`config.mk`:
```
export PLATFORM = sky130hd
export DESIGN_NAME = seg7_scan_driver
export DESIGN_NICKNAME = d
export VERILOG_FILES = /design/src/rtl/seg7_scan_driver.sv
export SDC_FILE = /design/constraint.sdc
export NUM_CORES = 1
export LEC_CHECK = 0
export ABC_AREA = 0
export CORE_ASPECT_RATIO = 1.75
export CORE_MARGIN = 4
export CORE_UTILIZATION = 40
export DETAILED_ROUTE_END_ITERATION = 10
export PLACE_DENSITY_LB_ADDON = 0.3
export SLEW_MARGIN = 40
export SYNTH_ARGS = -nofsm -noshare
export SYNTH_HDL_FRONTEND = slang
export SYNTH_SLANG_ARGS = --single-unit
```
`constraint.sdc`:
```
create_clock -name clk -period 2.2 [get_ports clk]
set_input_delay 0.44 -clock clk [delete_from_list [all_inputs] [get_ports clk]]
set_output_delay 0.44 -clock clk [all_outputs]
set_load 0.03 [all_outputs]
```
`src/rtl/seg7_scan_driver.sv`:
```
// Time-multiplexed seven-segment scan driver with frame-atomic digit capture.
// Optional leading-zero suppression is enabled by defining SEG7_LEADING_ZERO_BLANK_EN.
module seg7_scan_driver #(
    parameter int N_DIGITS   = 3,
    parameter int SCAN_DIV   = 1000,
    parameter int ACTIVE_LOW = 0
) (
    input  logic                    clk,
    input  logic                    reset,
    input  logic [4*N_DIGITS-1:0]   digits_in,
    input  logic                    load,
    input  logic [N_DIGITS-1:0]     blank,
    output logic [6:0]              seg,
    output logic [N_DIGITS-1:0]     an,
    output logic                    frame_done
);

    localparam int CW = $clog2(SCAN_DIV);
    localparam int IW = (N_DIGITS > 1) ? $clog2(N_DIGITS) : 1;
    localparam logic [CW-1:0]       COUNT_MAX = CW'(SCAN_DIV - 1);
    localparam logic [IW-1:0]       IDX_MAX   = IW'(N_DIGITS - 1);
    // XOR masks double as the dark/reset levels of the pins.
    localparam logic [6:0]          SEG_OFF   = {7{ACTIVE_LOW != 0}};
    localparam logic [N_DIGITS-1:0] AN_OFF    = {N_DIGITS{ACTIVE_LOW != 0}};

    function automatic logic [6:0] encode(input logic [3:0] d);
        case (d)
            4'd0:    encode = 7'b1111110;
            4'd1:    encode = 7'b0110000;
            4'd2:    encode = 7'b1101101;
            4'd3:    encode = 7'b1111001;
            4'd4:    encode = 7'b0110011;
            4'd5:    encode = 7'b1011011;
            4'd6:    encode = 7'b1011111;
            4'd7:    encode = 7'b1110000;
            4'd8:    encode = 7'b1111111;
            4'd9:    encode = 7'b1110011;
            default: encode = 7'b0000001;
        endcase
    endfunction

    logic [CW-1:0]           count_reg;
    logic [IW-1:0]           idx_reg;
    logic [4*N_DIGITS-1:0]   pend_reg;
    logic                    pend_v_reg;
    logic [4*N_DIGITS-1:0]   disp_reg;
    logic [6:0]              seg_reg;
    logic [N_DIGITS-1:0]     an_reg;
    logic                    frame_done_reg;

    logic                    tick;
    logic                    wrap;
    logic [3:0]              digit_arr [N_DIGITS];
    logic [N_DIGITS-1:0]     suppress;
    logic                    hide;
    logic [6:0]              seg_next;
    logic [N_DIGITS-1:0]     an_next;

    assign tick = (count_reg == COUNT_MAX);
    assign wrap = tick && (idx_reg == IDX_MAX);

    generate
        for (genvar gi = 0; gi < N_DIGITS; gi++) begin : g_digit
            assign digit_arr[gi] = disp_reg[4*gi +: 4];
`ifdef SEG7_LEADING_ZERO_BLANK_EN
            // A digit goes dark when it and everything to its left are zero.
            if (gi == 0) begin : g_lsd
                assign suppress[gi] = 1'b0;
            end else begin : g_upper
                assign suppress[gi] = ~|disp_reg[4*N_DIGITS-1:4*gi];
            end
`else
            assign suppress[gi] = 1'b0;
`endif
        end
    endgenerate

    always_comb begin
        hide     = blank[idx_reg] | suppress[idx_reg];
        seg_next = 7'b0000000;
        an_next  = '0;
        if (!hide) begin
            seg_next = encode(digit_arr[idx_reg]);
            an_next  = N_DIGITS'(1) << idx_reg;
        end
    end

    always_ff @(posedge clk or posedge reset) begin
        if (reset) begin
            count_reg      <= '0;
            idx_reg        <= '0;
            pend_reg       <= '0;
            pend_v_reg     <= 1'b0;
            disp_reg       <= '0;
            seg_reg        <= SEG_OFF;
            an_reg         <= AN_OFF;
            frame_done_reg <= 1'b0;
        end else begin
            count_reg <= tick ? '0 : count_reg + 1'b1;
            if (tick) begin
                idx_reg <= (idx_reg == IDX_MAX) ? '0 : idx_reg + 1'b1;
            end
            // A load on the wrap cycle bypasses pend so it lands in this frame.
            if (wrap) begin
                pend_v_reg <= 1'b0;
                if (load) begin
                    disp_reg <= digits_in;
                end else if (pend_v_reg) begin
                    disp_reg <= pend_reg;
                end
            end else if (load) begin
                pend_reg   <= digits_in;
                pend_v_reg <= 1'b1;
            end
            frame_done_reg <= wrap;
            seg_reg        <= seg_next ^ SEG_OFF;
            an_reg         <= an_next ^ AN_OFF;
        end
    end

    assign seg        = seg_reg;
    assign an         = an_reg;
    assign frame_done = frame_done_reg;

endmodule

```
==> impl.org, run 1 <==
** Timing
- The clock arrives with 0.0110 ns of skew.
- RSZ-0062 raised after global routing :: false
- In the finished design, the share of the clock period the worst path needs comes to 93.4%.
- At the pin with the least slew margin, the transition time is 0.741 ns.
- Measured against its own limit, the worst slew margin works out to 50.6%.
- The final-report max-slew violation count is 0.
- Peak clock frequency supported by timing :: a little under 0.5 GHz
- Setup TNS after final layout :: 0 ns
- Tmin final :: 2.05 ns
- The final-report hold violation count was 0.
- Final Setup Violations :: 0

** Synthesis
- Synthesized area per cell :: around 11 µm²
- Synthesized area :: between 2000 and 2500 µm²
- The share of the Yosys chip area taken by registers is 49.9%.
- Cells after synthesis :: 210
- Flip-flop cell with the highest count after synthesis :: dfrtp_1
- Total number of yosys warnings :: 0
- The number of nets in the synthesized netlist is 234.
- Counting flops with an async set or reset pin after synthesis yields a share of 100%.
- In this run, synthesis produced a sequential element count of 48.
- Unique cell type count in the Yosys netlist :: 44
- EDFF count, synth :: 0

** Power
- Power Total :: roughly 1900 µW
- PD cells :: between 600 and 700 nW/µm²
- Static Leakage :: 0.00126 µW
- IR Drop Worst-Case VDD :: ~0.33 mV

** Final layout
- Most frequent cells in the layout :: 48 x dfrtp_1, 28 x clkdlybuf4s50_1, 14 x nor2b_1, 14 x buf_4, 13 x a31oi_1
- From synthesis to final layout, the design area changed by 22.4%.
- The number of antenna diodes in the final layout is 0.
- The finished cells cover between 2000 and 3000 µm².
- Cells with a size suffix above 1 make up 18.9% of the layout.
- Counting the fill cells in the layout gives 545.
- Final-stage net count :: 272
- The library cell used most frequently in the layout, excluding fill and tap cells, is dfrtp_1.
- The sequential cells in the finished layout cover a total of 1200 µm².
- In the final layout, the multi-input gates occupy approximately 1100 µm².

** Clock network
- Once the clock tree was built, the setup fixing pass inserted 0 buffers.
- Clock transition at the registers of the reported paths :: 0.09 ns
- TritonCTS Buffers :: 5
- Buffers inserted to repair hold after CTS numbered 0.
- Buffer depth of the longest clock path :: 2
- CTS placed an instance of clkbuf_8 at the clock tree root.
- Clock tree synthesis found a total of 48 sinks.
- In this run, post-CTS repair resized a total of 0 instances.
- Number of levels in the clock H-tree :: 2
- Clock latency of the later-clocked register in the worst-skew pair :: around 0.30 ns
- CTS tree :: yes

** Global routing
- Met1 Track Usage GR :: 16.9%
- For met2 alone, demand over resource in global routing was around 26%.
- Global routing used 14.8% of the available tracks.
- Entering global routing, the biggest net connects 25 pins.
- The first global-routing pass estimated 8620 µm of wire.
- Global-route layer with the greatest usage :: met2
- Remaining global-route overflow :: 0
- Number of global-route vias before repair :: 1870
- The number of antenna violations at the first check in global routing was 0.
- Global routing consumed, on the met3 layer, 3.26% of the routing resources.

** Route
- Final routed wire length divided by cell count :: 14.8 µm
- Remaining DRCs :: 0
- Post-detailed-routing wire length :: 4860 µm
- After the first detailed-routing iteration, the DRC count stood at 71.
- Vias after detailed routing :: 1726
- Via density :: 5.28
- The first detailed-routing pass took 4 iterations.
- In this run the remaining antenna-violating nets after routing total 0.

** Floorplan
- The floorplan step set the die height to 111 µm.
- The core region is 5880 µm².
- Row generation in the floorplan step produced 37 rows.
- Top-level port count :: 29
- Die area :: 7370 µm²
- Initial standard-cell utilization of the core :: just over 40%
- Measured along the x axis, the die boundary spans 66.6 µm.

** Critical path
- Crit end category :: flop
- STA classifies the critical path startpoint as a flop.
- By startpoint and endpoint, the worst setup path is classified as flop to flop.
- Worst EP required :: 2.40 ns
- STA puts the critical path data arrival time at 2.26 ns.
- Along the worst path, the maximum fanout reaches 10.

** Placement
- Placed inst area :: between 2000 and 3000 µm²
- Routability-driven placement finished with a final weighted congestion of 0.828.
- HPWL after detailed placement :: 3660 µm
- The count of buffers added on input and output ports is 28.

** Status
- The run finished with clean final reports.

** Min path
- Class of the worst hold path :: primary input to asynchronous set/reset pin

** Flow run
- Max-cap violations in this run came to 0.
cell usage after synthesis (2+ instances only):
| master | number | share of area, % |
|---|---|---|
| nand4_1 | 2 | 0.52 |
| a31oi_1 | 13 | 3.4 |
| xnor2_1 | 2 | 0.73 |
| buf_6 | 3 | 1.4 |
| xor2_1 | 3 | 1.1 |
| ha_1 | 6 | 3.1 |
| a2bb2oi_1 | 3 | 1.1 |
| mux2_4 | 10 | 6.2 |
| mux2_2 | 7 | 3.3 |
| o21ai_0 | 6 | 1.2 |
| o22ai_1 | 2 | 0.52 |
| clkbuf_1 | 5 | 0.78 |
| o2bb2ai_1 | 2 | 0.73 |
| nor2_1 | 10 | 1.6 |
| dfrtp_1 | 48 | 50 |
| nand3_1 | 3 | 0.62 |
| nand2b_1 | 2 | 0.52 |
| a21oi_1 | 5 | 1.0 |
| nand4b_1 | 2 | 0.73 |
| nor3b_1 | 2 | 0.62 |
| o21ai_1 | 8 | 1.7 |
| nand2_1 | 7 | 1.1 |
| a22oi_1 | 12 | 3.7 |
| nor3_1 | 3 | 0.62 |
| buf_2 | 2 | 0.42 |
| mux2i_1 | 7 | 2.9 |
| nor2b_1 | 14 | 3.6 |
| inv_1 | 5 | 0.78 |
critical path: stages, from the launching register on:
cell and delay (ns):
dfrtp_1 0.55, buf_4 0.20, mux2i_1 0.22, a2bb2oi_2 0.45, mux2_2 0.40, o22ai_1 0.14
worst paths after layout:
path	start	endpoint	slack, ns	cells after the start
max	idx_reg[1]$_DFFE_PP0N_	seg[6]$_DFF_PP0_	0.15	5
min in group clk	count_reg[0]$_DFF_PP0_	count_reg[0]$_DFF_PP0_	0.46	1
max reg2reg	idx_reg[1]$_DFFE_PP0N_	seg[6]$_DFF_PP0_	0.15	5
max in group asynchronous	reset	seg[0]$_DFF_PP0_	1.22	3
min	reset	pend_reg[10]$_DFFE_PP0P_	0.42	2
min reg2reg	count_reg[0]$_DFF_PP0_	count_reg[0]$_DFF_PP0_	0.46	1
where the power goes:
part	switching [µW]	internal, µW	leakage [µW]
registers	30.1	930	0.000586
logic	114	127	0.000610
clock network	286	401	0.0000645
per-stage QoR:
step	hold slack, ns	util (%)	instances	worst slack (ns)
final	0.424	50.1	327	0.146
after global routing	0.435	50.1	327	0.00393
after CTS	0.427	49.9	327	0.105
after detailed placement	0.450	47.8	319	0.144
after global placement	0.441	47.8	319	0.213
after floorplan	0.433	-	210	0.238
cell type report:
type                    count  area share (%)
clock buffers               7            3.27
multi-input cells         145            37.7
well taps                  78            3.31
clock inverters             1            1.02
inverters                   6           0.807
flip-flops and latches     48            40.8
repair buffers             42            13.1
per-layer routing:
metal  share of wire, %  vias to the layer above
met3                3.5                        2
met1                 40                      842
li1                   -                      845
met2                 55                       37
met5                  0                        -
met4               0.80                        0
logic make-up (layout without fill, tap and decap cells):
logic type	Yosys count	count (layout)	share of synthesized area, %
DFF	48	48	49.9
and+or+nand+nor	54	54	12.9
AOI/OAI and AO/OA	56	56	15.4
muxes	24	24	12.4
adders and majority gates	6	6	3.12
xor gates and xnor gates	5	5	1.82
buffers and inverters	17	56	4.42
Power figures use the tool's default switching activity.
==> inputs of run 2 (changes only) <==
SLEW_MARGIN = 20   (was 40)
==> results of run 2 <==
No change in the layout: final DEF, timing and power equal those of run 1.
==> inputs of run 3 (changes only) <==
CORE_ASPECT_RATIO = 1.25   (was 1.75)
clock period = 1.76 ns   (was 2.2 ns; I/O delays follow)
==> run 3 against run 2 <==
Compared with the run above: the run now ends with negative setup slack left; largest cell class is now multi-input gates; fmax up 15%; highest routed layer unchanged; final cell count grew 3.1%; sequential cell count unchanged; worst setup slack got worse by 0.18 ns.
==> impl.org, run 3 (synthesis gave the netlist of run 1 again) <==
** Status
- Run status :: finished, violations left (was finished clean)
- Violations in the final reports :: negative setup slack

** Route
- Via density :: 5.36 (was 5.28)
- The number of nets with antenna violations after routing came to 0 (unchanged).
- The detailed-routing iteration count for the pre-antenna-repair pass was 4 (unchanged).
- Remaining DRCs :: 0 (unchanged)
- First-iteration detailed-routing DRC count :: 65 (was 71)
- The detailed-route wire length per cell was 15.2 µm (was 14.8 µm).
- The via total after detailed routing is 1807 (was 1726).
- Post-detailed-routing wire length :: 5130 µm (was 4860 µm)

** Clock network
- Clock transition at the registers of the reported paths :: 0.08 ns (was 0.09 ns)
- The TritonCTS buffer count is 5 (unchanged).
- The clock tree buffer depth came to 2 (unchanged).
- Clock latency of the later-clocked register in the worst-skew pair :: 0.30 ns (about the same)
- The number of clock sinks is 48 (unchanged).
- The root buffer cell was clkbuf_8 (unchanged).
- The TritonCTS clock tree is yes (unchanged).
- Number of levels in the clock H-tree :: 2 (unchanged)

** Power
- The largest vdd supply drop came to 0.539 mV (was 0.328 mV).
- Net switching fraction of the power :: 25.4% (was 22.8%)
- Sequential Power Share :: 55.0% (was 50.8%)
- The net switching power of the design came to 556 µW (was 431 µW).
- The total chip power was 2190 µW (was 1890 µW).
- PD cells :: 676 nW/µm² (was 641 nW/µm²)
- Share of power burned in combinational logic :: 16.6% (was 12.8%)
- The cell-internal power is 1630 µW (was 1460 µW).
- The static power due to leakage is 0.00140 µW (was 0.00126 µW).
- Relative contribution of the clock network to total power :: 28.4% (was 36.4%)

** Floorplan
- The number of I/O pins was 29 (unchanged).
- The starting density of the core is 41.4% (was 40.9%).
- Number of standard-cell rows in the floorplan :: 31 (was 37)
- The die height was 94.7 µm (was 111 µm).
- Die area :: 7330 µm² (was 7370 µm²)
- The overall die width is 77.4 µm (was 66.6 µm).
- The core box area was 5820 µm² (was 5880 µm²).

** Critical path
- Data arrival time of the critical path :: 1.98 ns (was 2.26 ns)
- The minimum setup slack among reg-to-reg paths was -0.03 ns (was 0.15 ns).
- Critical Path Fanout Max :: 10 (unchanged)
- Classification of the worst setup path :: flop to flop (unchanged)
- Startpoint kind of the worst setup timing path :: flop (unchanged)
- The type of element capturing the critical path is a flop (unchanged).
- The required arrival time at the worst endpoint is 1.94 ns (was 2.40 ns).
- The length in cells of the worst reg-to-reg path came to 6 (was 5).

** Timing
- Tmin final :: 1.79 ns (was 2.05 ns)
- The slew at the pin closest to its max-slew limit came to 0.415 ns (was 0.741 ns).
- Worst slew margin :: 72.1% (was 50.6%)
- The slack of the critical path came to -0.0331 ns (was 0.146 ns).
- Final clock skew :: 0.00612 ns (was 0.0110 ns)
- The number of endpoints failing setup at the final stage was 18 (was 0).
- Peak clock frequency supported by timing :: 0.558 GHz (was 0.487 GHz)
- Hold WS :: 0.348 ns (was 0.424 ns)
- Final hold violation count :: 0 (unchanged)
- Part of the cycle the worst path needs :: 102% (was 93.4%)
- RSZ-0062 raised after global routing :: true (was false)
- The final-report max-slew violation count came to 0 (unchanged).

** Final layout
- Final Non-Filler Cells :: 337 (was 327)
- The final layout net count is 295 (was 272).
- The count of inserted antenna diode cells is 0 (unchanged).
- Most frequent cells in the layout :: 47 x dfrtp_1, 31 x buf_4, 28 x clkdlybuf4s50_1, 15 x mux2_4 (was 48 x dfrtp_1, 28 x clkdlybuf4s50_1, 14 x nor2b_1, 14 x buf_4, 13 x a31oi_1)
- The layout overhead on the synthesized area came to 34.5% (was 22.4%).
- The final design instance area without fill is 3240 µm² (was 2950 µm²).
- Most frequent standard cell in the layout excluding fill and tap cells :: dfrtp_1 (unchanged)
- Final core area utilization :: 55.7% (was 50.1%)
- Fraction of final layout cells with drive strength greater than 1 :: 31.0% (was 18.9%)

** Placement
- Gp weighted congestion :: 0.803 (was 0.828)
- The number of input and output port buffers inserted came to 28 (unchanged).
- HPWL after detailed placement :: 3610 µm (was 3660 µm)
- The cell area after placement is 2990 µm² (was 2810 µm²).
- Count of placed standard cells including taps :: 326 (was 319)

** Global routing
- The number of antenna violations at the first check in global routing is 0 (unchanged).
- The largest net degree at the start of global routing was 25 (unchanged).
- Wire length of the first global-routing pass :: 8510 µm (was 8620 µm)
- Total global-route track usage :: 14.6% (was 14.8%)
- The total overflow reported by the global router is 0 (unchanged).
- The number of global-route vias before repair was 1845 (was 1870).

** Min path
- Class of the worst hold path :: primary input to asynchronous set/reset pin (unchanged)

** Flow run
- Maximum capacitance violations :: 0 (unchanged)
-- run 3: worst max-delay path, cell delays in order (launching register included) --
cell	delay, ns
dfrtp_1	0.39
or2_4	0.25
or4_4	0.55
buf_8	0.18
buf_6	0.12
a22oi_2	0.13
nand2_1	0.06
-- run 3: timing repair --
item                       CTS  global route
setup endpoints to repair   32            31
hold buffers                 0             0
cloned                       0             0
buffers inserted             2             2
resized for setup           19            15
pin swaps                    6             7
-- run 3: area by class of cell --
| class | count | area (µm²) |
|---|---|---|
| Sequential cell | 48 | 1200 |
| Tap cell | 66 | 82.6 |
| Clock buffer | 6 | 72.6 |
| Timing Repair Buffer | 65 | 602 |
| Fill cell | 500 | 2580 |
| Inverter | 6 | 27.5 |
| Clock inverter | 1 | 5.00 |
| Multi-Input combinational cell | 145 | 1250 |
-- run 3: power by group through the flow --
stage          Combinational [µW]  Sequential, µW  Clock, µW
2_1_floorplan                 168            1240          0
3_3_place_gp                  322            1220          0
3_5_place_dp                  325            1220          0
4_1_cts                       346            1200        646
5_1_grt                       391            1210        684
6_report                      363            1200        623
-- run 3: stage by stage --
| stage | worst slack [ns] | TNS (ns) |
|---|---|---|
| finish | -0.0331 | -0.299 |
| global route | -0.0821 | -1.39 |
| floorplan | -0.187 | -2.45 |
| detailed placement | -0.112 | -2.26 |
| global placement | -0.113 | -1.64 |
| CTS | -0.0791 | -0.873 |
-- run 3: final timing paths --
path                                              start                      end
worst min register to register  pend_reg[4]$_DFFE_PP0P_  disp_reg[4]$_DFFE_PP0P_
min in group clk                pend_reg[4]$_DFFE_PP0P_  disp_reg[4]$_DFFE_PP0P_
worst max-delay path             count_reg[4]$_DFF_PP0_  disp_reg[4]$_DFFE_PP0P_
worst max register to register   count_reg[4]$_DFF_PP0_  disp_reg[4]$_DFFE_PP0P_
max in group asynchronous                         reset   idx_reg[1]$_DFFE_PP0N_
worst min-delay path                              reset   count_reg[0]$_DFF_PP0_
-- run 3: per-layer routing --
metal | global-route usage (%) | part of all wire [%] | vias to the layer above
met1 | 17.9 | 45 | 867
met2 | 25.3 | 49 | 46
met4 | 5.93 | 2.0 | 0
li1 | - | - | 886
met5 | 0 | 0 | -
met3 | 2.96 | 3.7 | 8
